<file path="config.mk">
export PLATFORM = sky130hd
export DESIGN_NAME = tc_serial_decoder
export DESIGN_NICKNAME = d
export VERILOG_FILES = /design/src/rtl/tc_serial_decoder.sv
export SDC_FILE = /design/constraint.sdc
export NUM_CORES = 1
export LEC_CHECK = 0
export CAP_MARGIN = 20
export CORE_MARGIN = 4
export CORE_UTILIZATION = 50
export CTS_CLUSTER_DIAMETER = 80
export CTS_CLUSTER_SIZE = 16
export DETAILED_ROUTE_END_ITERATION = 7
export GPL_ROUTABILITY_DRIVEN = 0
export PLACE_DENSITY = 0.76
export SLEW_MARGIN = 10
export SYNTH_ARGS = -nofsm -noshare
export SYNTH_HDL_FRONTEND = slang
export SYNTH_SLANG_ARGS = --single-unit
</file>
<file path="constraint.sdc">
create_clock -name t_clk -period 1.67 [get_ports t_clk]
set_clock_uncertainty 0.2 [all_clocks]
set_input_delay 0.2505 -clock t_clk [delete_from_list [all_inputs] [get_ports t_clk]]
set_output_delay 0.2505 -clock t_clk [all_outputs]
set_load 0.02 [all_outputs]
</file>
<file path="src/rtl/tc_serial_decoder.sv">
// tc_serial_decoder
//   Receive end of the bit-serial two's-complement link. Takes a framed,
//   LSB-first stream that the upstream negator has already negated, negates
//   it again bit by bit (pass bits up to and including the first 1, invert
//   the rest), deserializes it and presents the recovered word in parallel.
//
//   Build option: define TC_PARITY_EN to append an even-parity bit
//   (computed over the received, pre-negation data bits) to every frame.
//
// Ports
//   t_clk  in   clock, all state updates on the rising edge
//   r      in   synchronous active-high reset
//   i      in   serial data, LSB first
//   i_vld  in   i carries a valid bit this cycle (0 = stall, state held)
//   i_sof  in   start of frame, qualified by i_vld, marks bit 0
//   y      out  recovered word, held between frames
//   y_vld  out  one-cycle strobe, y just updated
//   ovf    out  with y_vld: received word was -2^(WIDTH-1)
//   err    out  one-cycle pulse: frame aborted by i_sof (or parity mismatch)
//   busy   out  frame in progress
module tc_serial_decoder #(
    parameter int WIDTH = 8
) (
    input  logic             t_clk,
    input  logic             r,
    input  logic             i,
    input  logic             i_vld,
    input  logic             i_sof,
    output logic [WIDTH-1:0] y,
    output logic             y_vld,
    output logic             ovf,
    output logic             err,
    output logic             busy
);

    localparam int CW = $clog2(WIDTH + 1);
    localparam logic [CW-1:0]    LAST_BIT = CW'(WIDTH - 1);
    localparam logic [WIDTH-1:0] MIN_NEG  = {1'b1, {(WIDTH-1){1'b0}}};

`ifdef TC_PARITY_EN
    typedef enum logic [1:0] {S_IDLE, S_SHIFT, S_PARITY} state_t;
`else
    typedef enum logic [0:0] {S_IDLE, S_SHIFT} state_t;
`endif

    state_t           r_state, w_state;
    logic [CW-1:0]    r_cnt,   w_cnt;
    logic             r_seen,  w_seen;
    logic [WIDTH-1:0] r_sr,    w_sr;
    logic [WIDTH-1:0] r_y,     w_y;
    logic             r_yvld,  w_yvld;
    logic             r_ovf,   w_ovf;
    logic             r_err,   w_err;
    logic             w_d;
`ifdef TC_PARITY_EN
    logic             r_par,   w_par;
`endif

    always_ff @(posedge t_clk) begin
        if (r) begin
            r_state <= S_IDLE;
            r_cnt   <= '0;
            r_seen  <= 1'b0;
            r_sr    <= '0;
            r_y     <= '0;
            r_yvld  <= 1'b0;
            r_ovf   <= 1'b0;
            r_err   <= 1'b0;
`ifdef TC_PARITY_EN
            r_par   <= 1'b0;
`endif
        end else begin
            r_state <= w_state;
            r_cnt   <= w_cnt;
            r_seen  <= w_seen;
            r_sr    <= w_sr;
            r_y     <= w_y;
            r_yvld  <= w_yvld;
            r_ovf   <= w_ovf;
            r_err   <= w_err;
`ifdef TC_PARITY_EN
            r_par   <= w_par;
`endif
        end
    end

    always_comb begin
        w_state = r_state;
        w_cnt   = r_cnt;
        w_seen  = r_seen;
        w_sr    = r_sr;
        w_y     = r_y;
        w_yvld  = 1'b0;
        w_ovf   = 1'b0;
        w_err   = 1'b0;
`ifdef TC_PARITY_EN
        w_par   = r_par;
`endif
        // Mealy negation: invert only once a 1 has already gone past.
        w_d = r_seen ? ~i : i;

        if (i_vld) begin
            if (i_sof) begin
                // Any start-of-frame outside IDLE aborts the current frame;
                // the sof bit always becomes bit 0 of a fresh frame.
                w_err   = (r_state != S_IDLE);
                w_state = S_SHIFT;
                w_cnt   = CW'(1);
                w_seen  = i;
                w_sr    = {i, r_sr[WIDTH-1:1]};
`ifdef TC_PARITY_EN
                w_par   = i;
`endif
            end else begin
                case (r_state)
                    S_SHIFT: begin
                        w_sr   = {w_d, r_sr[WIDTH-1:1]};
                        w_seen = r_seen | i;
`ifdef TC_PARITY_EN
                        w_par  = r_par ^ i;
`endif
                        if (r_cnt == LAST_BIT) begin
                            w_cnt   = '0;
`ifdef TC_PARITY_EN
                            w_state = S_PARITY;
`else
                            w_state = S_IDLE;
                            w_y     = w_sr;
                            w_yvld  = 1'b1;
                            w_ovf   = (w_sr == MIN_NEG);
`endif
                        end else begin
                            w_cnt = r_cnt + CW'(1);
                        end
                    end
`ifdef TC_PARITY_EN
                    S_PARITY: begin
                        w_state = S_IDLE;
                        w_y     = r_sr;
                        w_yvld  = 1'b1;
                        w_ovf   = (r_sr == MIN_NEG);
                        w_err   = i ^ r_par;
                    end
`endif
                    default: ;
                endcase
            end
        end
    end

    assign y     = r_y;
    assign y_vld = r_yvld;
    assign ovf   = r_ovf;
    assign err   = r_err;
    assign busy  = (r_state != S_IDLE);

endmodule

</file>
==> flow_summary.yaml <==
worst_hold_path:
  worst_hold_path_type: "reg -> reg"
sta:
  finalCritPeriodShare_pct: 92.0
  relSlewSlack_pct: 81.5
  fin_hold_ws_ns: 0.263
  finalSetupViolCount: 0
  post-route-min-period_ns: 1.54
  rsz0062_at_grt: "false"
  slew_viol_final: 0
  worst_slew_pin_slew_ns: 0.274
  hold_viol: 0
  max_freq_ghz: 0.651
worst_setup_path:
  crit_arrival_ns: 1.55
  regToRegSetupSlack_ns: 0.13
  crit_path_max_fanout: 8
  ff2ff_path_depth: 4
  cp-endpoint: "y[0]$_SDFFE_PP0P_"
  cp.required_ns: 1.69
  path_class: "reg -> reg"
  critPathLaunchType: "flip-flop"
  worstReg2RegEnd: "y[0]$_SDFFE_PP0P_"
  timing.rr.start: "r_cnt[0]$_SDFFE_PP0P_"
  critPathLaunch: "r_cnt[0]$_SDFFE_PP0P_"
  crit_path_end_kind: "flip-flop"
route:
  drtAntennaViolNets: 0
  post_drt_wl_per_cell_um: 12.2
  first_pass_iters: 4
  drc: 0
  drtIter0Drc: 28
  routed_via_density: 5.43
  finalWirelength_um: 2080
  via_count: 928
die:
  design.core.area_um2: 1940
  num_rows: 16
  io_pins: 17
  die_x_um: 53.1
  dieArea_um2: 2820
  start_util_pct: 52.4
  die_height_um: 53.1
placement:
  dp_cells: 167
  io_buffers: 16
  dp_hpwl_um: 1590
  placed_area_um2: 1240
clock_network:
  cts_sinks: 24
  cts_tree: "yes"
  clock_latency_ns: 0.31
  cts_made_buffers: 3
  clockBufferDepth: 2
  clockRootBuffer: "clkbuf_4"
  htreeDepth: 1
  clkTransAtPathRegs_ns: 0.13
  postCtsHoldBufs: 0
cells_and_area:
  seq_area_um2: 480
  multi_input_area_um2: 464
  n_fill_cell: 177
  area_growth_pct: 25.1
  final_util_pct: 65.6
  layout-drive-gt1-share_pct: 12.5
  final_cell_mix: "dfxtp_1 (24), nand2_1 (19), a21oi_1 (19)"
  design_area_um2: 1270
  stdcell_count: 171
  final_common_cell: "dfxtp_1"
  antenna_cells: 0
  nets: 152
global_routing:
  grt_pass1_wl_um: 3570
  met2_usage_pct: 28.3
  grt_use_met1_pct: 22.3
  top_usage_layer: "met2"
  met3_usage_pct: 2.54
  grt_max_degree: 15
  grt_overflow: 0
  antenna_found_initial: 0
  grt_pass1_vias: 839
  gr-usage-all-layers_pct: 16.9
pwr:
  total_power_uw: 1090
  leakagePower_uw: 0.000519
  p_per_area_nw_per_um2: 859
  peakVddDrop_uv: 721
yosys:
  syn_nets: 129
  synth_edf_count: 0
  syn-cell-area_um2: 1020
  synth.distinct_cells: 31
  ys.flop_type: "dfxtp_1"
  ys_async_sr_fraction_pct: 0
  synthCells: 122
  avgSynthCellArea_um2: 8.35
  synth_seq_cells: 24
  ys_warn_count: 0
  yosysSeqAreaShare_pct: 47.2
run_status:
  status: "finished, final reports clean"
flow_run:
  maxCapViolations: 0
[worst max-delay path: stages, from the launching register on]
cell      delay [ns]
dfxtp_1         0.39
ha_1            0.24
nand4b_1        0.27
o21ai_0         0.25
a21oi_1         0.09
[per-layer routing]
layer	wire, um	part of all wire [%]
met5	0	0
met4	24	1.2
met3	90	4.3
met2	999	48
met1	965	46
[cells in the mapped netlist (2+ instances only)]
library cell | number | area [um^2]
a21oi_1 | 19 | 95.1
buf_2 | 2 | 10.0
buf_4 | 2 | 15.0
buf_6 | 2 | 22.5
clkbuf_1 | 3 | 11.3
dfxtp_1 | 24 | 480
ha_1 | 2 | 25.0
inv_1 | 4 | 15.0
nand2_1 | 19 | 71.3
nand3_1 | 9 | 45.0
nand3b_1 | 2 | 15.0
nand4b_1 | 2 | 17.5
nor2_1 | 5 | 18.8
o21ai_0 | 10 | 50.1
[cells by family (layout without fill, tap and decap cells)]
kind of cell / after synthesis / count (layout) / share of synthesized area (%)
and+or+nand+nor: 47 / 47 / 23.5
AOI/OAI and AO/OA: 35 / 35 / 18.7
DFF: 24 / 24 / 47.2
buffers and inverters: 13 / 35 / 7.25
adders and majority gates: 2 / 2 / 2.46
muxes: 1 / 1 / 0.983
[worst min-delay path by stage]
stage | startpoint | endpoint | slack, ns | cells past startpoint
3_3_place_gp | r_seen$_SDFFE_PP0P_ | r_seen$_SDFFE_PP0P_ | 0.24 | 2
4_1_cts | r_seen$_SDFFE_PP0P_ | r_seen$_SDFFE_PP0P_ | 0.27 | 2
3_5_place_dp | r_seen$_SDFFE_PP0P_ | r_seen$_SDFFE_PP0P_ | 0.25 | 2
6_report | r_seen$_SDFFE_PP0P_ | r_seen$_SDFFE_PP0P_ | 0.26 | 2
2_1_floorplan | r_seen$_SDFFE_PP0P_ | r_seen$_SDFFE_PP0P_ | 0.23 | 2
5_1_grt | r_seen$_SDFFE_PP0P_ | r_seen$_SDFFE_PP0P_ | 0.30 | 2
[per-stage QoR]
| stage | TNS (ns) | setup WS [ns] |
|---|---|---|
| 2_1_floorplan | 0 | 0.281 |
| 3_3_place_gp | -0.461 | -0.0822 |
| 3_5_place_dp | -0.944 | -0.131 |
| 4_1_cts | 0 | 0.132 |
| 5_1_grt | 0 | 0.00823 |
| 6_report | 0 | 0.134 |
[timing repair]
action                                  in CTS  in global routing
pin swaps                                    0                  1
endpoints found under the hold margin        0                  0
setup buffers                                0                  0
endpoints found under the setup margin      12                  1
gates resized for setup                     12                  1
[flip-flops by register name, summed over array words and instances (netlist names)]
name and count:
y_vld 1, r_cnt 4, err 1, busy 1, y 8, r_sr 7
ovf 1, r_seen 1
[power breakdown]
| part | internal [uW] | switching [uW] |
|---|---|---|
| Clock | 243 | 170 |
| Combinational | 43.1 | 49.8 |
| Sequential | 581 | 7.11 |
| Total | 867 | 227 |
[cell type report]
type	count	area share [%]
clock buffer	3	1.77
clock inverter	1	2.36
inverter	4	1.18
multi-input combinational	85	36.4
sequential	24	37.7
tap	27	2.65
timing repair buffer	27	17.9
(Power assumes the default switching activity.)
